<file path="config.mk">
export PLATFORM = sky130hd
export DESIGN_NAME = bus_read_sequencer
export DESIGN_NICKNAME = d
export VERILOG_FILES = /design/src/rtl/mm_bus_pkg.sv /design/src/rtl/oe_onehot_decoder.sv /design/src/rtl/bus_read_sequencer.sv
export SDC_FILE = /design/constraint.sdc
export NUM_CORES = 1
export LEC_CHECK = 0
export BUFFER_PORTS_ARGS = -buffer_cell sky130_fd_sc_hd__buf_2
export CORE_ASPECT_RATIO = 0.8
export CORE_MARGIN = 4
export CORE_UTILIZATION = 53
export DETAILED_ROUTE_END_ITERATION = 6
export HOLD_SLACK_MARGIN = 0.03
export PLACE_DENSITY = 0.9
export SYNTH_ARGS = -nofsm -noshare
export SYNTH_HDL_FRONTEND = slang
export SYNTH_SLANG_ARGS = --single-unit
export TNS_END_PERCENT = 50
</file>
<file path="constraint.sdc">
create_clock -name Clk -period 2.5 [get_ports Clk]
set_input_delay 0.25 -clock Clk [delete_from_list [all_inputs] [get_ports Clk]]
set_output_delay 0.25 -clock Clk [all_outputs]
set_load 0.005 [all_outputs]
</file>
<file path="src/rtl/mm_bus_pkg.sv">
// Shared definitions for the register-bus reader: FSM state encoding,
// default geometry and the index-width helper.
package mm_bus_pkg;

  typedef enum logic [1:0] {
    IDLE,
    DRIVE,
    HOLD,
    FINISH
  } rd_state_t;

  localparam int DEF_DATA_W        = 10;
  localparam int DEF_NUM_REGS      = 4;
  localparam int DEF_SETTLE_CYCLES = 1;

  // Width of an index into n items, never narrower than one bit.
  function automatic int idx_width(input int n);
    return (n > 1) ? $clog2(n) : 1;
  endfunction

endpackage

</file>
<file path="src/rtl/oe_onehot_decoder.sv">
// Index plus enable to one-hot output-enable vector; all-zero when disabled.
module oe_onehot_decoder #(
  parameter int N  = 4,
  parameter int IW = 2
) (
  input  logic [IW-1:0] idx,
  input  logic          en,
  output logic [N-1:0]  oe
);

  always_comb begin
    oe = '0;
    if (en) begin
      for (int unsigned i = 0; i < N; i++) begin
        if (idx == IW'(i)) oe[i] = 1'b1;
      end
    end
  end

endmodule

</file>
<file path="src/rtl/bus_read_sequencer.sv">
// Reader end of the shared tri-state register bus: one OE at a time, settle,
// sample, hand the word downstream over valid/ready.
// Optional running checksum output enabled by defining READ_CHECKSUM_EN.
module bus_read_sequencer
  import mm_bus_pkg::*;
#(
  parameter int DATA_W        = DEF_DATA_W,
  parameter int NUM_REGS      = DEF_NUM_REGS,
  parameter int SETTLE_CYCLES = DEF_SETTLE_CYCLES
) (
  input  logic                                Clk,
  input  logic                                MR,
  input  logic                                start,
  input  logic [$clog2(NUM_REGS+1)-1:0]       count,
  output logic [NUM_REGS-1:0]                 OE,
  input  logic [DATA_W-1:0]                   bus_in,
  output logic [DATA_W-1:0]                   out_data,
  output logic [idx_width(NUM_REGS)-1:0]      out_idx,
  output logic                                out_valid,
  input  logic                                out_ready,
  output logic                                busy,
  output logic                                done
`ifdef READ_CHECKSUM_EN
  ,
  output logic [DATA_W-1:0]                   checksum
`endif
);

  localparam int CW = $clog2(NUM_REGS + 1);
  localparam int IW = idx_width(NUM_REGS);
  localparam int SW = idx_width(SETTLE_CYCLES + 1);

  rd_state_t      state;
  logic [IW-1:0]  idx;
  logic [IW-1:0]  last_idx;
  logic [SW-1:0]  settle_cnt;
  logic [CW-1:0]  count_clamped;
  logic [IW-1:0]  last_idx_in;

  assign count_clamped = (count > CW'(NUM_REGS)) ? CW'(NUM_REGS) : count;
  assign last_idx_in   = IW'(count_clamped - CW'(1));

  // OE decodes straight from state/idx flops, so it is zero in IDLE and
  // cannot go multi-hot across reset release.
  oe_onehot_decoder #(
    .N  (NUM_REGS),
    .IW (IW)
  ) u_oe_dec (
    .idx (idx),
    .en  (state == DRIVE),
    .oe  (OE)
  );

  always_ff @(posedge Clk or negedge MR) begin
    if (!MR) begin
      state      <= IDLE;
      idx        <= '0;
      last_idx   <= '0;
      settle_cnt <= '0;
      out_data   <= '0;
      out_idx    <= '0;
      out_valid  <= 1'b0;
      busy       <= 1'b0;
      done       <= 1'b0;
`ifdef READ_CHECKSUM_EN
      checksum   <= '0;
`endif
    end else begin
      case (state)
        IDLE: begin
          if (start) begin
            busy       <= 1'b1;
            idx        <= '0;
            last_idx   <= last_idx_in;
            settle_cnt <= '0;
`ifdef READ_CHECKSUM_EN
            checksum   <= '0;
`endif
            if (count_clamped != '0) begin
              state <= DRIVE;
            end else begin
              state <= FINISH;
              done  <= 1'b1;
            end
          end
        end
        DRIVE: begin
          if (settle_cnt == SW'(SETTLE_CYCLES)) begin
            out_data  <= bus_in;
            out_idx   <= idx;
            out_valid <= 1'b1;
`ifdef READ_CHECKSUM_EN
            checksum  <= checksum + bus_in;
`endif
            state     <= HOLD;
          end else begin
            settle_cnt <= settle_cnt + 1'b1;
          end
        end
        HOLD: begin
          if (out_ready) begin
            out_valid <= 1'b0;
            if (idx == last_idx) begin
              state <= FINISH;
              done  <= 1'b1;
            end else begin
              idx        <= idx + 1'b1;
              settle_cnt <= '0;
              state      <= DRIVE;
            end
          end
        end
        FINISH: begin
          done  <= 1'b0;
          busy  <= 1'b0;
          state <= IDLE;
        end
        default: state <= IDLE;
      endcase
    end
  end

endmodule
</file>
# [Yosys cells after proc, flatten, opt, wreduce, memory -nomap -nowiden]
# Cells that the tools add are included.
[op_classes] addsub=3 order_cmp=1 n_eq_ne=13 muxes=31 reduce_logical=16
[op_table] cell="$mux 2" count=8
[op_table] cell="$mux 1" count=15
[op_table] cell="$ne 2x2->1 const B" count=6
[op_table] cell="$reduce_bool 3->1" count=3
[op_table] cell="$eq 2x2->1 const B" count=4
[op_table] cell="$pmux 2 s4" count=1
[op_table] cell="$reduce_and 4->1" count=2
[op_table] cell="$pmux 1 s3" count=2
[op_table] cell="$reduce_and 2->1" count=3
[op_table] cell="$reduce_and 3->1" count=2
[op_table] cell="$reduce_bool 2->1" count=3
[op_table] cell="$reduce_and 5->1" count=1
[op_table] cell="$eq 2x1->1 const B" count=2
[op_table] cell="$logic_not 2->1" count=2
[op_table] cell="$mux 4" count=1
[op_table] cell="$pmux 1 s2" count=2
[op_table] cell="$pmux 2 s2" count=1
[op_table] cell="$gt 3x3->1 const B" count=1
[op_table] cell="$mux 3" count=1
[op_table] cell="$add 2x1->2 const B" count=1
[op_table] cell="$eq 2x2->1" count=1
[op_table] cell="$sub 2x1->2 const B" count=1
[op_table] cell="$add 1x1->1 const B" count=1
[word_totals] register_bits=22 inputBits=17 output_inout_bits=19 word_cells=73

# [Logic depth before layout (Yosys ltp)]
# Gate-level depths: netlist of the first run.
[depth] word_depth=6 ltp_mapped=6 depth_no_buf=5

# [Cells and area by module]
# From an unflattened synthesis of the first run, not the netlist that was laid out.
[unflattened] cells_unflattened=92 hier_area_um2=1106.1
[modules_own_cells] mod="bus_read_sequencer" instances=1 cells_each=88 area_each_um2=1068.5 seq_area_each_um2=550.5
[modules_own_cells] mod="oe_onehot_decoder" instances=1 cells_each=4 area_each_um2=37.5 seq_area_each_um2=0.0

# [Worst setup path after synthesis of the first run]
# OpenSTA, ideal clock, no wires.
[synth_path] path_type="register to register" from="register idx[1]" to="register idx[1]" setup_time_ns=0.126 t_arrival_ns=1.219 t_required_ns=2.374 setup_slack_ns=1.155 stages_incl_launch_ff=5 path_buffers=0 synth_period_minus_slack_ns=1.345 path_cell_list="dfrtp_1 > xor2_1 > nor2_1 > nor3_1 > a311o_1"
[synth_via] elab_chain_cells=4 elab_cells_between_ends=7 cone_classes="1 x add/sub; 2 x eq/ne; 3 x mux; 1 x reduce/logical"
[synth_lines] item="start, declared" line_no="bus_read_sequencer.sv:34" source="logic [IW-1:0] idx;"
[synth_lines] item="start signal, assigned" line_no="bus_read_sequencer.sv:107" source="idx <= idx + 1'b1;"
[synth_lines] item="$add 2x1->2" line_no="bus_read_sequencer.sv:107"
[synth_lines] item="$mux 2" line_no="bus_read_sequencer.sv:103" source="if (idx == last_idx) begin"
[synth_lines] item="$mux 2" line_no="bus_read_sequencer.sv:101" source="if (out_ready) begin"
[synth_lines] item="$pmux 2 s2" line_no="bus_read_sequencer.sv:69" source="case (state)"
# Parallel ways exist; a longest one is shown, timed or not. The select of a mux whose other input is x is not followed.
# A chain may end at the register's enable or synchronous reset.

# [Worst setup path in the final report of the first run]
[layout_path] from="register idx[0]" to="output OE[0]"
[layout_via] elab_chain_cells=3
[layout_lines] item="$logic_not 2->1" line_no="oe_onehot_decoder.sv:15" source="if (idx == IW'(i)) oe[i] = 1'b1;"
[layout_lines] item="$mux 1" line_no="oe_onehot_decoder.sv:15"
[layout_lines] item="$mux 4" line_no="oe_onehot_decoder.sv:13" source="if (en) begin"
[layout_lines] item="end, declared" line_no="bus_read_sequencer.sv:15" source="output logic [NUM_REGS-1:0] OE,"
# No other way between the ends.

==> metrics.md, run 1 <==
| Metric | Value |
|---|---|
| H-tree Lvls | `1` |
| Maximum ir drop on the vdd rail | `0.748 mV` |
| Starting Density | `57.3%` |
| Placement Cell Area | `1290 µm²` |
| Hold Path Sink | `out_data[6]$_DFFE_PN0P_` |
| # setup viols final | `0` |
| Final Util | `roughly two thirds` |
| Critical Path Fanout Max | `7` |
| Hold_buf cts | `1` |
| Number of synthesized register bits | `22` |
| Reg-to-reg slack, setup | `~0.94 ns` |
| Worst setup EP type | `output port` |
| Pre-antenna DRT Iters | `4` |
| Gpl congestion | `slightly above 0.8` |
| Hold Crit Start | `bus_in[6]` |
| Remaining Overflow, GRT | `0` |
| Post-layout min period | `1.69 ns` |
| Met1 GRT Util | `between 10% and 20%` |
| Leak | `between 0.6 and 0.7 nW` |
| Clk buf depth | `2` |
| Largest net degree at the start of global routing | `23` |
| Chip Width | `slightly below 60 µm` |
| Cell Rows | `14` |
| Synth area leader | `dfrtp_1` |
| Syn Std Cell Area | `between 1000 and 1500 µm²` |
| DR iter-0 viols | `10` |
| CTS tree | `built` |
| Slew Limit Fails | `0` |
| Layout cells sized above 1 | `47.7%` |
| Post-CTS resize count | `0` |
| Reg2Reg Depth | `4` |
| Setup TNS | `0 ns` |
| Final instance area | `about 1300 µm²` |
| Io pins | `36` |
| Initial antenna violation count | `0` |
| Crit Path Category | `flip-flop to output port` |
| Worst skew pair latency | `0.31 ns` |
| R2R Path End | `out_data[0]$_DFFE_PN0P_` |
| Hold Crit Class | `primary input to flip-flop` |
| Pre-CTS WS | `around 0.96 ns` |
| Grt peak-use layer | `met2` |
| Pwr dens | `1160 nW/µm²` |
| Max frequency | `592 MHz` |
| Final nets | `between 150 and 200` |
| Max_slew headroom | `about 69%` |
| P&R area growth vs syn | `19.5%` |
| Global-route wire length before repair | `3710 µm` |
| Cells after synthesis | `slightly above 90` |
| Post-CTS Setup Bufs | `0` |
| Clk root buf | `clkbuf_4` |
| Routed Antenna Nets | `0` |
| Crit start category | `flip-flop` |
| Fin crit share | `approximately 68%` |
| Mapped Avg Cell Area | `12.3 µm²` |
| Vias in the first global route | `around 850` |
| TritonCTS buffer count | `3` |
| Post-synthesis sequential area ratio | `49.4%` |
| Synth area leaders | `dfrtp_1 49%, mux2_4 11%, ha_1 5.6%` |
| Met3 Resource Use GR | `5.56%` |
| Wire per inst | `around 14 µm` |
| I/O Buffers | `35` |
| Die H | `49.0 µm` |
| Vias | `roughly 800` |
| Final wirelength | `approximately 2100 µm` |
| Via-to-Cell Ratio | `5.28` |
| Arr. time, crit path | `1.44 ns` |
| Clk sinks | `22` |
| Worst setup margin | `~0.81 ns` |
| Area of the core | `approximately 1900 µm²` |
| Gr usage total | `about 17%` |
| N_diodes | `0` |
| Synth top area share | `49.4%` |
| Max-cap violations | `0` |
| Dpl hpwl | `between 1500 and 2000 µm` |
| Hold Path Stages | `2` |
| CP required | `2.25 ns` |
| Reg clk slew, reported paths | `around 0.12 ns` |
| Status | `finished, final reports clean` |
| Cell variety after synth | `27` |
| Least-Margin Pin Slew | `approximately 0.47 ns` |
| Setup Skew | `between 0.01 and 0.015 ns` |
| Final Hold Viols | `0` |
| RSZ-0062 raised after global routing | `no` |
| Syn Nets | `about 110` |
| FF-to-FF Start | `state[0]$_DFFE_PN0P_` |
| DRC | `0` |
| Die footprint | `about 2900 µm²` |
| Yosys warns | `0` |
| Met2 Use GR | `about 28%` |
## routing by layer
layer | share of wire [%] | vias up
li1 | - | 387
met1 | 41 | 386
met2 | 51 | 24
met3 | 6.4 | 5
met4 | 1.5 | 0
met5 | 0 | -
## stage by stage
step	hold WS, ns	instances	total power [W]
floorplan	-0.0456	91	0.00114
global placement	0.226	147	0.00131
detailed placement	0.233	147	0.00136
CTS	0.145	152	0.00156
global route	0.147	152	0.00166
finish	0.157	152	0.00154
## worst max-delay path by stage
stage,start,to,slack (ns),cells past startpoint
finish,idx[0]$_DFFE_PN0P_,OE[0],0.81,4
global route,idx[0]$_DFFE_PN0P_,OE[0],0.68,4
global placement,state[0]$_DFFE_PN0P_,out_data[0]$_DFFE_PN0P_,1.02,4
floorplan,idx[1]$_DFFE_PN0P_,idx[1]$_DFFE_PN0P_,1.15,4
detailed placement,state[0]$_DFFE_PN0P_,out_data[9]$_DFFE_PN0P_,0.96,4
CTS,idx[0]$_DFFE_PN0P_,OE[0],0.78,4
## layout by cell type, fill, tap and decap left out, drive strengths merged
cell type,n
a311o,1
xor2,2
o21ai,3
nor3b,2
o2bb2ai,1
nor2,6
and2b,1
a21oi,5
dfrtp,22
inv,5
nand2b,3
mux2i,1
and2,1
clkbuf,4
a211o,1
nand2,6
o31ai,2
ha,5
nor3,3
buf,35
mux2,13
dlygate4sd3,1
and3,5
## cells in the mapped netlist (all sizes together)
cell,count
buf,3
mux2i,1
xor2,2
and2,1
nand2,6
a211o,1
a21oi,5
inv,5
o21ai,3
mux2,13
o2bb2ai,1
ha,5
a311o,1
nor3,3
o31ai,2
and2b,1
nor2,6
nor3b,2
dfrtp,22
nand2b,3
and3,5
## critical path: stages (launching register included)
cell and delay [ns]:
dfrtp_1 0.48, inv_1 0.11, ha_1 0.21, and3_2 0.20, buf_2 0.12
## registers in the layout, summed over array words and instances, names as in the netlist
name / count
settle_cnt: 1
state: 2
idx: 2
last_idx: 2
out_valid: 1
out_data: 10
out_idx: 2
done: 1
busy: 1
## final cells by class
cell class | count | area (µm²)
repair buffers | 36 | 185
clock buffers | 4 | 36.3
well taps | 24 | 30.0
multi-input cells | 61 | 512
flip-flops and latches | 22 | 551
fillers | 148 | 612
inverters | 5 | 18.8
## cells by family after synthesis
kind of cell / count (synthesis) / share of synthesized area (%)
AND/OR/NAND/NOR: 27 / 14.1
flip-flops: 22 / 49.4
multiplexers: 14 / 16.7
AO/OA/AOI/OAI: 13 / 7.86
buffers and inverters: 8 / 4.71
adder cells (fa/ha/maj): 5 / 5.61
XOR/XNOR: 2 / 1.57
## report_power, final
group | switching, W | total, W | internal (W)
Clock | 0.000104 | 0.000193 | 0.0000891
Combinational | 0.000298 | 0.000673 | 0.000375
Sequential | 0.000146 | 0.000673 | 0.000527
(Power assumes the default switching activity.)
==> run 2, diff against run 1 <==
CORE_UTILIZATION = 44   (was 53)
PLACE_DENSITY = 0.81   (was 0.9)
clock period = 1.5 ns   (was 2.5 ns; I/O delays follow)
==> run 2 against run 1 <==
Net effect: the run now ends with setup timing left; non-clock buffer count up 16; cell area increased by 21%; global-route usage down 1.3 points; via count rose by 13%; count of clock-buffer cells in the layout decreased by 1; worst hold slack got worse by 0.097 ns; first-iteration DRC count grew to 2.8 times the previous value; sequential power is 69% higher; core utilization fell by 2.8 points; routed wire length increased by 38%; sequential share of layout area fell by 6.7 points; critical endpoint is now done$_DFFE_PN0P_.
==> metrics.md, run 2 (same netlist as run 1, synthesis figures left out) <==
| Metric | Value |
|---|---|
| M1 wire length | `1210 µm (+39%)` |
| Worst setup margin | `-0.117 ns (-0.929 ns)` |
| Max_slew headroom | `68.1% (-0.65 points)` |
| Leak | `0.785 nW (+13%)` |
| Die footprint | `3410 µm² (+17%)` |
| Area of the core | `2440 µm² (+26%)` |
| Routed length on met2 | `1470 µm (+38%)` |
| H-tree Lvls | `1 (unchanged)` |
| Arr. time, crit path | `1.82 ns (+0.38 ns)` |
| Commonest non-fill, non-tap cell in the layout | `buf_2` |
| Layout cells sized above 1 | `65.3% (+18 points)` |
| Least-Margin Pin Slew | `0.478 ns (+0.00980 ns)` |
| DR iter-0 viols | `28 (+18)` |
| Placed Cells | `163 (+11%)` |
| Wire per inst | `16.1 µm (+17%)` |
| DRC | `0 (unchanged)` |
| Pre-antenna DRT Iters | `4 (unchanged)` |
| Reg clk slew, reported paths | `0.12 ns (about the same)` |
| P&R area growth vs syn | `44.1%` |
| Worst skew pair latency | `0.31 ns (about the same)` |
| Crit Path Category | `flip-flop to flip-flop` |
| Gate power share | `50.5% (+6.8 points)` |
| Uppermost layer routed | `met4` |
| Max-cap violations | `0 (unchanged)` |
| Max frequency | `618 MHz` |
| Switching Fraction | `35.4% (-0.20 points)` |
| Crit start category | `flip-flop` |
| Gpl congestion | `0.926 (+11%)` |
| Maximum ir drop on the vdd rail | `0.946 mV (+27%)` |
| Final nets | `167 (+11%)` |
| Largest net degree at the start of global routing | `23 (unchanged)` |
| Slew Limit Fails | `0 (unchanged)` |
| Fillers | `190 (+28%)` |
| CTS tree | `built` |
| Top reg by flops | `out_data` |
| Io pins | `36 (unchanged)` |
| Chip Width | `64.3 µm (+8.4%)` |
| Setup TNS | `-0.122 ns (-0.122 ns)` |
| Reg area | `556 µm² (+0.91%)` |
| Final Hold Viols | `0 (unchanged)` |
| Gr usage total | `15.4% (-1.3 points)` |
| Worst hold margin | `0.0603 ns (-0.0966 ns)` |
| Worst setup EP type | `flip-flop` |
| RSZ-0062 raised after global routing | `yes` |
| Failing checks | `setup timing` |
| TritonCTS buffer count | `3 (unchanged)` |
| Clock share of power | `14.1% (+1.6 points)` |
| Global-route wire length before repair | `4000 µm (+7.8%)` |
| Met3 wire length | `185 µm (+38%)` |
| Pwr dens | `1990 nW/µm² (+73%)` |
| Final wirelength | `2900 µm (+38%)` |
| Vias in the first global route | `898 (+5.4%)` |
| Starting Density | `45.6% (-12 points)` |
| I/O Buffers | `35 (unchanged)` |
| Clk root buf | `clkbuf_4` |
| Clk buf depth | `2 (unchanged)` |
| Hold Path Stages | `2 (unchanged)` |
| Cell Rows | `16 (+2)` |
| Internal | `0.00207 W (+110%)` |
| Dpl hpwl | `1730 µm (+6.0%)` |
| N_diodes | `0 (unchanged)` |
| CP required | `1.70 ns (-0.55 ns)` |
| Clk sinks | `22 (unchanged)` |
| Critical Path Fanout Max | `6 (-1)` |
| Pre-CTS WS | `0.0294 ns (-0.929 ns)` |
| Status | `complete, but fails checks` |
| Post-layout min period | `1.62 ns` |
| Largest register FFs | `10 (unchanged)` |
| Routed Antenna Nets | `0 (unchanged)` |
| Multi-input combinational cell area | `596 µm² (+16%)` |
| Fin crit share | `108%` |
| Die H | `53.0 µm (+8.2%)` |
| Hold Crit Class | `primary input to flip-flop` |
| Most frequent cells in the layout | `33 x buf_2, 18 x dfrtp_1, 12 x buf_4, 8 x mux2_4, 6 x buf_6` |
| Initial antenna violation count | `0 (unchanged)` |
| Reg2Reg Depth | `6 (+2)` |
| Via-to-Cell Ratio | `5.02 (-4.8%)` |
| Remaining Overflow, GRT | `0 (unchanged)` |
| Setup Skew | `0.00577 ns (-0.00697 ns)` |
| Vias | `904 (+13%)` |
| Non-Filler Instances | `180 (+18%)` |
| # setup viols final | `2 (+2)` |
| Sequential group share of total power | `35.5% (-8.2 points)` |
| Net switching power | `0.00113 W (+110%)` |
==> run 2: cell type report <==
class / instances / area share, %
clock buffers: 3 / 1.40
clock inverters: 1 / 1.87
inverters: 5 / 1.56
multi-input cells: 61 / 37.1
flip-flops and latches: 22 / 34.6
well taps: 36 / 2.80
repair buffers: 52 / 20.7
==> run 2: routing by layer <==
metal  up-vias  global-route usage (%)
met5         -                       0
met4         0                    5.26
met3         6                    5.10
met2        32                    25.0
met1       442                    19.3
li1        424                       -
==> run 2: per-stage QoR <==
stage	instance area (µm²)	util, %	total power (W)
floorplan	1110	-	0.00190
global placement	1330	54.5	0.00224
detailed placement	1330	54.5	0.00231
CTS	1440	59.0	0.00287
global route	1610	65.8	0.00339
finish	1610	65.8	0.00320
==> run 2: power by group through the flow <==
stage	clock network [W]	logic, W	registers, W
after floorplan	0	0.000830	0.00107
after global placement	0	0.00116	0.00108
after detailed placement	0	0.00120	0.00111
after CTS	0.000454	0.00132	0.00110
after global routing	0.000481	0.00174	0.00117
final	0.000451	0.00162	0.00114
==> run 2: path summary, 6_finish.rpt <==
check,end,startpoint,slack [ns]
min in group asynchronous,out_idx[1]$_DFFE_PN0P_,MR,0.31
min,out_data[1]$_DFFE_PN0P_,bus_in[1],0.06
max in group asynchronous,state[1]$_DFFE_PN0P_,MR,0.83
min reg2reg,out_valid$_DFFE_PN0P_,out_valid$_DFFE_PN0P_,0.49
max reg2reg,done$_DFFE_PN0P_,idx[0]$_DFFE_PN0P_,-0.12
max,done$_DFFE_PN0P_,idx[0]$_DFFE_PN0P_,-0.12
==> run 2: worst max-delay path: stages (launching register included) <==
cell,delay (ns)
dfrtp_2,0.47
buf_6,0.13
xor2_2,0.15
nor2_2,0.24
buf_4,0.17
nor2_1,0.05
o31ai_1,0.30
==> run 2: what timing repair did <==
item,4_1_cts,5_1_grt
pin swaps,1,7
endpoints found under the hold margin,22,0
setup buffers,4,8
gates resized for setup,7,26
setup endpoints to repair,5,19
hold buffers,1,0
